File: config.mk
export PLATFORM = sky130hd
export DESIGN_NAME = mdc_stream
export DESIGN_NICKNAME = d
export VERILOG_FILES = /design/src/rtl/mdc_pkg.sv /design/src/rtl/mdc_step.sv /design/src/rtl/mdc_stream.sv
export SDC_FILE = /design/constraint.sdc
export NUM_CORES = 1
export LEC_CHECK = 0
export ABC_AREA = 1
export CAP_MARGIN = 25
export CORE_MARGIN = 10
export CORE_UTILIZATION = 55
export CTS_CLUSTER_DIAMETER = 150
export DETAILED_ROUTE_END_ITERATION = 8
export DONT_BUFFER_PORTS = 1
export MAX_ROUTING_LAYER = met4
export PLACE_DENSITY = 0.79
export SYNTH_ARGS = -nofsm -noshare
export SYNTH_HDL_FRONTEND = slang
export SYNTH_SLANG_ARGS = --single-unit
File: constraint.sdc
create_clock -name clk_i -period 2.4 [get_ports clk_i]
set_input_delay 0.24 -clock clk_i [delete_from_list [all_inputs] [get_ports clk_i]]
set_output_delay 0.24 -clock clk_i [all_outputs]
set_load 0.03 [all_outputs]
File: src/rtl/mdc_pkg.sv
// Shared types and defaults for the streaming GCD engine.
package mdc_pkg;

    localparam int MDC_WIDTH = 8;

    typedef enum logic [1:0] {
        IDLE = 2'd0,
        CALC = 2'd1,
        DONE = 2'd2
    } state_e;

endpackage

File: src/rtl/mdc_step.sv
// One subtractive-Euclid step: reduces the larger operand or reports the result.
module mdc_step
    import mdc_pkg::*;
#(
    parameter int WIDTH = MDC_WIDTH
) (
    input  logic [WIDTH-1:0] a,
    input  logic [WIDTH-1:0] b,
    output logic [WIDTH-1:0] a_nxt,
    output logic [WIDTH-1:0] b_nxt,
    output logic [WIDTH-1:0] res,
    output logic             done,
    output logic             zero
);

    always_comb begin
        a_nxt = a;
        b_nxt = b;
        res   = a | b;
        done  = 1'b0;
        zero  = 1'b0;
        if (a == '0 || b == '0) begin
            done = 1'b1;
            zero = (a == '0) && (b == '0);
        end else if (a == b) begin
            done = 1'b1;
            res  = a;
        end else if (a > b) begin
            a_nxt = a - b;
        end else begin
            b_nxt = b - a;
        end
    end

endmodule

File: src/rtl/mdc_stream.sv
// Handshaked GCD engine: accept a pair, iterate one Euclid step per clock, hold result.
// Optional CALC-cycle counter on cyc_o when MDC_CYCLE_CNT_EN is defined.
module mdc_stream
    import mdc_pkg::*;
#(
    parameter int WIDTH = MDC_WIDTH,
    parameter int CNT_W = WIDTH
) (
    input  logic             clk_i,
    input  logic             rst_i,
    input  logic             in_valid_i,
    output logic             in_ready_o,
    input  logic [WIDTH-1:0] dtx_i,
    input  logic [WIDTH-1:0] dty_i,
    output logic             out_valid_o,
    input  logic             out_ready_i,
    output logic [WIDTH-1:0] dt_o,
    output logic             zero_o
`ifdef MDC_CYCLE_CNT_EN
    ,
    output logic [CNT_W-1:0] cyc_o
`endif
);

    if (WIDTH < 2 || CNT_W < 1) begin : g_bad_cfg
        $error("mdc_stream: WIDTH must be >= 2 and CNT_W >= 1");
    end

    state_e           state_q, state_d;
    logic [WIDTH-1:0] a_q, b_q, dt_q;
    logic             zero_q;
    logic             in_ready_q, in_ready_d;
    logic             out_valid_q, out_valid_d;
    logic             accept;

    logic [WIDTH-1:0] step_a, step_b, step_res;
    logic             step_done, step_zero;

    mdc_step #(.WIDTH(WIDTH)) u_step (
        .a     (a_q),
        .b     (b_q),
        .a_nxt (step_a),
        .b_nxt (step_b),
        .res   (step_res),
        .done  (step_done),
        .zero  (step_zero)
    );

    assign accept = in_valid_i && in_ready_q;

    always_ff @(posedge clk_i) begin
        if (rst_i) begin
            state_q     <= IDLE;
            in_ready_q  <= 1'b0;
            out_valid_q <= 1'b0;
        end else begin
            state_q     <= state_d;
            in_ready_q  <= in_ready_d;
            out_valid_q <= out_valid_d;
        end
    end

    always_comb begin
        state_d = state_q;
        unique case (state_q)
            IDLE:    if (accept)      state_d = CALC;
            CALC:    if (step_done)   state_d = DONE;
            DONE:    if (out_ready_i) state_d = IDLE;
            default:                  state_d = IDLE;
        endcase
    end

    // Handshake flags are decoded from the next state so they leave a flop.
    always_comb begin
        in_ready_d  = (state_d == IDLE);
        out_valid_d = (state_d == DONE);
    end

    always_ff @(posedge clk_i) begin
        if (rst_i) begin
            a_q    <= '0;
            b_q    <= '0;
            dt_q   <= '0;
            zero_q <= 1'b0;
        end else if (accept) begin
            a_q <= dtx_i;
            b_q <= dty_i;
        end else if (state_q == CALC) begin
            a_q <= step_a;
            b_q <= step_b;
            if (step_done) begin
                dt_q   <= step_res;
                zero_q <= step_zero;
            end
        end
    end

`ifdef MDC_CYCLE_CNT_EN
    logic [CNT_W-1:0] cnt_q;

    // Counts every CALC cycle including the exit one, so it equals k at DONE.
    always_ff @(posedge clk_i) begin
        if (rst_i || accept)
            cnt_q <= '0;
        else if (state_q == CALC && cnt_q != {CNT_W{1'b1}})
            cnt_q <= cnt_q + 1'b1;
    end

    assign cyc_o = cnt_q;
`endif

    assign in_ready_o  = in_ready_q;
    assign out_valid_o = out_valid_q;
    assign dt_o        = dt_q;
    assign zero_o      = zero_q;

endmodule

Word level (Yosys, flattened, before mapping). Index checks and enable logic that the tools add are counted.

Flip-flop bits (word level): 29. Bits of input ports: 20.

Add/subtract/negate cells: 2. Order comparisons: 1. Eq/ne operators: 7. Mux-type cells: 19. Bitwise gates (word level): 2. Reduce and logical (&&, ||, !) cells: 12.

Operators with widths (count): $mux W8 (12); $logic_not A8 Y1 (2); $sub A8 B8 Y8 (2); $eq A8 B8 Y1 (1); $gt A8 B8 Y1 (1); $or A8 B8 Y8 (1); $reduce_and A4 Y1 (2); $mux W2 (3); $ne A2 B2 Y1 const B (3); $pmux W2 S3 (1); $eq A2 B2 Y1 const B (2); $logic_not A2 Y1 (2); $reduce_bool A2 Y1 (2); $mux W1 (3); $reduce_and A3 Y1 (1); $eq A2 B1 Y1 const B (1); $logic_and A1 B1 Y1 (2); $logic_or A1 B1 Y1 (1); $not A1 Y1 (1).

Depth between registers and ports, before layout. Gate-level depths: netlist (run 1).

Word-level depth: 6. Gate-level depth with buffers: 13. Depth with buffers taken out: 13.

Modules after synthesis. From an unflattened synthesis (run 1), not the netlist that was laid out.

Cell total of the unflattened synthesis: 427. Area total of the unflattened synthesis: 2641.3 µm².

By module, submodules not included: mdc_stream (times used 1, cells each 205, area an instance 1437.6 µm², sequential area each 580.6 µm²); mdc_step (times used 1, cells each 222, area an instance 1203.7 µm², sequential area each 0.0 µm²).

Worst setup path after synthesis (run 1). Ideal clock, no wire load.

Path type: register to register. From: reg a_q[0]. To: reg a_q[6]. Library setup time: 0.111 ns. Arrival: 1.776 ns. Path slack: 0.512 ns. Stages on the path, launching flop included: 12. Cells stage by stage: dfxtp_1 > inv_1 > ha_1 > fa_1 > o21ai_2 > nand2_2 > nand2_4 > nand3_4 > nand2_4 > inv_2 > nor2_1 > nor2_1.

Word-level cells in the longest chain between the ends: 6. Elaborated cells between the ends (all ways): 14. Those cells by class: add/sub: 1; order compare: 1; eq/ne: 3; mux: 5; reduce/logical: 4.

Ends and longest elaborated chain: start, declared (line mdc_stream.sv:30) `logic [WIDTH-1:0] a_q, b_q, dt_q;`; start signal, assigned (line mdc_stream.sv:86) `a_q <= dtx_i;`; start signal, assigned (line mdc_stream.sv:89) `a_q <= step_a;`; $sub A8 B8 Y8 (line mdc_step.sv:29) `a_nxt = a - b;`; $mux W8 (line mdc_step.sv:28) `end else if (a > b) begin`; $mux W8 (line mdc_step.sv:25) `end else if (a == b) begin`; $mux W8 (line mdc_step.sv:22) `if (a == '0 || b == '0) begin`; $mux W8 (line mdc_stream.sv:88) `end else if (state_q == CALC) begin`; $mux W8 (line mdc_stream.sv:85) `end else if (accept) begin`.

Several ways; a longest one is shown, not always the timed one. The select of a mux whose other input is x is not followed. A chain may end at the register's enable or synchronous reset.

Final worst setup path (run 1).
From: reg a_q[0]. To: reg a_q[4].

The elaborated chain is that of the path after synthesis.

==> metrics, run 1 <==
run status completed; routed vias/inst 5.27; XOR/XNOR share of the synthesized area 0.0231; ANT cells 0; count leader, synth nand2_1; Clock power frac 0.116; DRC errors left 0; max-cap violations 0; Worst setup SP type flop; crit share post-route 0.904; clock slew at reported path FFs about 70 ps; full die area 7100 sq um; Layout Skew 10.2 ps; warnings from Yosys 0; global-route wire length before repair 9.39 mm; worst hold path class input port to flop; worst-path cell with the longest stage delay fa_1; synthesized cell area 2270 sq um; hold depth 1; Mapped Cells about 320; mux share of post-synthesis cell area 0; Resized cells post-CTS 0; R2R cell count 11; Max VDD drop 0.615 mV; most common flop cell mapped by yosys dfxtp_1; area share of the largest cell type after synthesis 0.256; Post-synth EDFFs 0; Total Routing Usage GR 0.163; CP Cell Sequence inv_1, ha_1, fa_1, o21ai_2, nand2_2, nand2_4, nand3_4, nand2_4, inv_2, nor2_1, nor2_1; total power 3.45 mW; largest family of logic cells by synthesized area simple AND/OR/NAND/NOR gates; Chip Width 84.3 um; CORE AREA 4000 sq um; Lkg Pwr 1.09 nW; main area contributors after synthesis dfxtp_1 (26%), ha_1 (13%), nand2_1 (12%), inv_1 (6.1%), nand3_1 (5.5%); Switch Pwr 1.86 mW; initial antenna violation count 0; clock root cell clkbuf_8; hold_sp rst_i; Synth Area in Simple Gates 0.365; Post-synth ARST share 0; later-pin clock latency in the skew report ~280 ps; # clock sinks 29; WP data required 2570 ps; combinational power share 0.659; TritonCTS clock tree done; CP max stage delay 430 ps; largest net degree at the start of global routing 29; Overflow after GRT 0; Reg power frac 0.225; f_max 461 MHz; max-slew violations 0; r2r setup slk 230 ps; drt wl/cell 15.2 um; CP Max Fanout 8; vias in the first global route 1,968; port bufs 0; Initial Utilization 0.568; Seq/Total Area, Yosys 0.256; initial DRC count 195; hold path endpoint a_q[5]; routability congestion estimate 0.897; CTS Buffer Depth 2; H-tree depth 2; Vias 1,967; Reg2Reg Capture Point a_q[4]; share of cells above drive strength 1 0.152; CTS hold repair buffers 0; sw frac 0.539; pwr/cell area 1430 nW/um^2; setup violators final 0; Synth top cells by count nand2_1 (71), inv_1 (37), dfxtp_1 (29), nor2_1 (28), nand3_1 (25); final hold violation count 0; Synth Register Bits 29; pre-CTS WS about 260 ps; internal power 1.59 mW; I/O pins 31; Routed WL ~5.7 mm; Synth cell types 35; RSZ-0062 raised after global routing no; critical path capture point type flop; Chip Height about 84 um; Core Util, Final 0.602; Filler cells 395; Final ANT Viol Nets 0; TritonCTS buffer count 5; max_slew headroom 0.611; critical path type flop to flop; Critical Path AT 2340 ps; area share of fa/ha/maj cells after synthesis 0.144; Synth area leader dfxtp_1; nets 367; Rows 23; Period minus WS final 2170 ps; setup bufs post-CTS 0; fin worst setup slack around 230 ps; compound-cell area share of the yosys netlist 0.121; worst slew pin tran 583 ps; area delta synth->final 5.89%; setup TNS 0 ps; DP Wirelength between 4 and 5 mm; reg2reg start a_q[0]; syn nets 364; Mean Syn Cell Area 7.12 sq um; DRT Pass-1 Iters 5
power groups by stage:
stage               clock network (mW)  registers [mW]  logic, mW
floorplan                            0           0.760       1.83
global placement                     0           0.785       2.21
detailed placement                   0           0.788       2.24
CTS                              0.410           0.777       2.25
global route                     0.427           0.792       2.56
finish                           0.400           0.775       2.27
sequential cells by signal, summed over array words and instances, names as in the netlist:
name / flops
a_q: 8
b_q: 8
dt_o: 8
state_q: 2
in_ready_o: 1
out_valid_o: 1
zero_o: 1
cells in the final DEF (no fill, tap or decap), types with 2 or more instances in the layout:
cell type and count:
a21oi_1 22, a21oi_2 2, buf_4 4, clkbuf_8 5, clkinv_2 2, dfxtp_1 29, fa_1 2, ha_1 23
inv_1 37, inv_2 4, nand2_1 71, nand2_4 4, nand2_8 2, nand3_1 25, nand3_4 2, nand4_1 3
nor2_1 28, nor2_2 15, nor2_4 3, o21ai_0 19, o21ai_2 2, o21bai_1 2, xor2_1 5
routing by layer:
layer	vias up	wire (um)	global-route usage
li1	1013	-	-
met1	895	2670	0.204
met2	55	2590	0.257
met3	4	343	0.0338
met4	0	41	0.0441
met5	-	0	-
through the flow:
stage                     hold slack [ps]  cells  area, sq um
after floorplan                       403    319         2270
after global placement                311    365         2320
after detailed placement              313    365         2320
after CTS                            11.0    373         2410
after global routing                 10.5    373         2410
final                                19.5    373         2410
how the worst max path moves through the flow:
stage,slack (ps),startpoint,endpoint
after floorplan,510,a_q[0],a_q[6]
after global placement,270,a_q[1],zero_o
after detailed placement,260,a_q[0],a_q[4]
after CTS,240,a_q[0],a_q[4]
after global routing,100,a_q[6],dt_o[5]
final,230,a_q[0],a_q[4]
layout make-up:
cell class / instances / area (sq um) / share of cell area
well taps: 50 / 62.6 / 0.0260
multi-input cells: 240 / 1490 / 0.617
repair buffers: 4 / 30.0 / 0.0125
clock buffers: 6 / 72.6 / 0.0302
clock inverters: 2 / 10.0 / 0.00416
inverters: 42 / 165 / 0.0686
flip-flops and latches: 29 / 581 / 0.241
critical path: cells and delay by family, from the launching register on:
kind / cells / cell delay [ps]
simple gates: 6 / 600
compound gates: 1 / 270
flops: 1 / 380
buf+inv: 2 / 140
fa+ha+maj: 2 / 660
kinds of logic (layout without fill, tap and decap cells):
family	count (synthesis)	in the layout
and+or+nand+nor	159	159
AOI/OAI and AO/OA	50	50
buffers and inverters	50	54
DFF	29	29
adders and majority gates	25	25
xor gates and xnor gates	6	6
(Power assumes the default switching activity.)
==> run 2, diff against run 1 <==
--- a/config.mk
+++ b/config.mk
@@ -7,13 +7,15 @@
 export LEC_CHECK = 0
 export ABC_AREA = 1
 export CAP_MARGIN = 25
+export CELL_PAD_IN_SITES_DETAIL_PLACEMENT = 1
+export CELL_PAD_IN_SITES_GLOBAL_PLACEMENT = 1
 export CORE_MARGIN = 10
-export CORE_UTILIZATION = 55
+export CORE_UTILIZATION = 46
 export CTS_CLUSTER_DIAMETER = 150
 export DETAILED_ROUTE_END_ITERATION = 8
 export DONT_BUFFER_PORTS = 1
 export MAX_ROUTING_LAYER = met4
-export PLACE_DENSITY = 0.79
+export PLACE_DENSITY = 0.89
 export SYNTH_ARGS = -nofsm -noshare
 export SYNTH_HDL_FRONTEND = slang
 export SYNTH_SLANG_ARGS = --single-unit
==> metrics, run 2 (same netlist as run 1, synthesis figures left out) <==
clock slew at reported path FFs approximately 70 ps; worst-path cell with the longest stage delay fa_1; Multi-input gate area approximately 1500 sq um; Initial Utilization 0.478; Core Util, Final 0.511; fin worst setup slack ~170 ps; nets 366; Chip Width 90.3 um; Critical Path AT 2410 ps; Period minus WS final 2230 ps; Chip Height 90.3 um; Worst setup SP type flop; f_max 448 MHz; DRT Pass-1 Iters 4; share of cells above drive strength 1 0.152; initial antenna violation count 0; largest net degree at the start of global routing 29; ANT cells 0; Reg area 581 sq um; I/O pins 31; RSZ-0062 raised after global routing no; full die area 8150 sq um; setup violators final 0; global-route wire length before repair 11.0 mm; worst hold path class input port to flop; CP max stage delay 460 ps; Filler cells between 600 and 700; setup bufs post-CTS 0; commonest non-fill, non-tap cell in the layout nand2_1; run status completed; CORE AREA 4750 sq um; H-tree depth 2; total power 3.57 mW; CP Max Fanout 8; Final ANT Viol Nets 0; routability congestion estimate 0.883; pwr/cell area ~1500 nW/um^2; drt wl/cell between 15 and 20 um; TritonCTS clock tree done; CTS Buffer Depth 2; WHS between 10 and 15 ps; routed vias/inst 5.21; DP Wirelength 5.13 mm; most frequent cells in the layout nand2_1 (71), inv_1 (37), dfxtp_1 (29); Overflow after GRT 0; later-pin clock latency in the skew report 290 ps; # clock sinks 29; Rows 25; initial DRC count 78; max-slew violations 0; max-cap violations 0; Lkg Pwr 1.09 nW; worst slew pin tran between 600 and 700 ps; dpl cell area 2340 sq um; port bufs 0; clock root cell clkbuf_8; max_slew headroom 0.595; area delta synth->final 6.99%; pre-CTS WS 164 ps; TritonCTS buffer count 5; WP data required 2580 ps; Max VDD drop 0.452 mV; critical path type flop to flop; Total Routing Usage GR 0.168; Layout Skew around 8.6 ps; Vias 2,027; crit share post-route 0.930; DRC errors left 0; fin cells 389; critical path capture point type flop; Post-Place Cells 381; vias in the first global route 2,172; Routed WL 6.51 mm; CP Cell Sequence inv_1, ha_1, fa_1, o21ai_4, nand2_2, nand2_4, nand3_4, nand2_4, inv_2, nor2_1, nor2_1; Finished Cell Area ~2400 sq um; final hold violation count 0; setup TNS 0 ps
run 2: cell types whose count changed in the layout (fill, tap and decap cells not counted), sizes merged:
| cell | delta |
|---|---|
| clkinvlp | +1 |
| buf | -1 |
| clkbuf | -1 |
run 2: path summary, 6_finish.rpt:
check | startpoint | endpoint | slack [ps] | cells past startpoint
hold / removal | rst_i | a_q[0] | 10 | 1
setup reg to reg | a_q[0] | a_q[6] | 170 | 11
hold reg to reg | a_q[0] | a_q[0] | 520 | 2
setup / recovery | a_q[0] | a_q[6] | 170 | 11
run 2: layout make-up:
| type | count | share of cell area |
|---|---|---|
| inverter | 42 | 0.0679 |
| multi-input combinational | 240 | 0.614 |
| sequential | 29 | 0.239 |
| tap | 67 | 0.0345 |
| timing repair buffer | 3 | 0.00926 |
| clock buffer | 5 | 0.0283 |
| clock inverter | 3 | 0.00721 |
run 2: power by group:
part / switching [mW] / internal [mW] / leakage (nW)
clock network: 0.209 / 0.200 / 0.0439
logic: 1.59 / 0.795 / 0.808
registers: 0.183 / 0.601 / 0.237
total: 1.98 / 1.60 / 1.09
run 2: repair_timing:
action | in CTS | in global routing
setup endpoints to repair | 0 | 1
hold buffers | 0 | 0
gates resized for setup | 0 | 1
run 2: critical path: cells and delay by family, from the launching register on:
kind / cells / cell delay, ps
buffers and inverters: 2 / 170
adder cells (fa/ha/maj): 2 / 700
AND/OR/NAND/NOR: 6 / 630
flip-flops: 1 / 380
AO/OA/AOI/OAI: 1 / 230
run 2: routing by layer:
metal  GRT usage  vias up  routed length, um
li1            -     1014                  -
met1       0.204      966               2980
met2       0.271       39               3140
met3      0.0416        8                291
met4      0.0464        0                 98
met5           -        -                  0
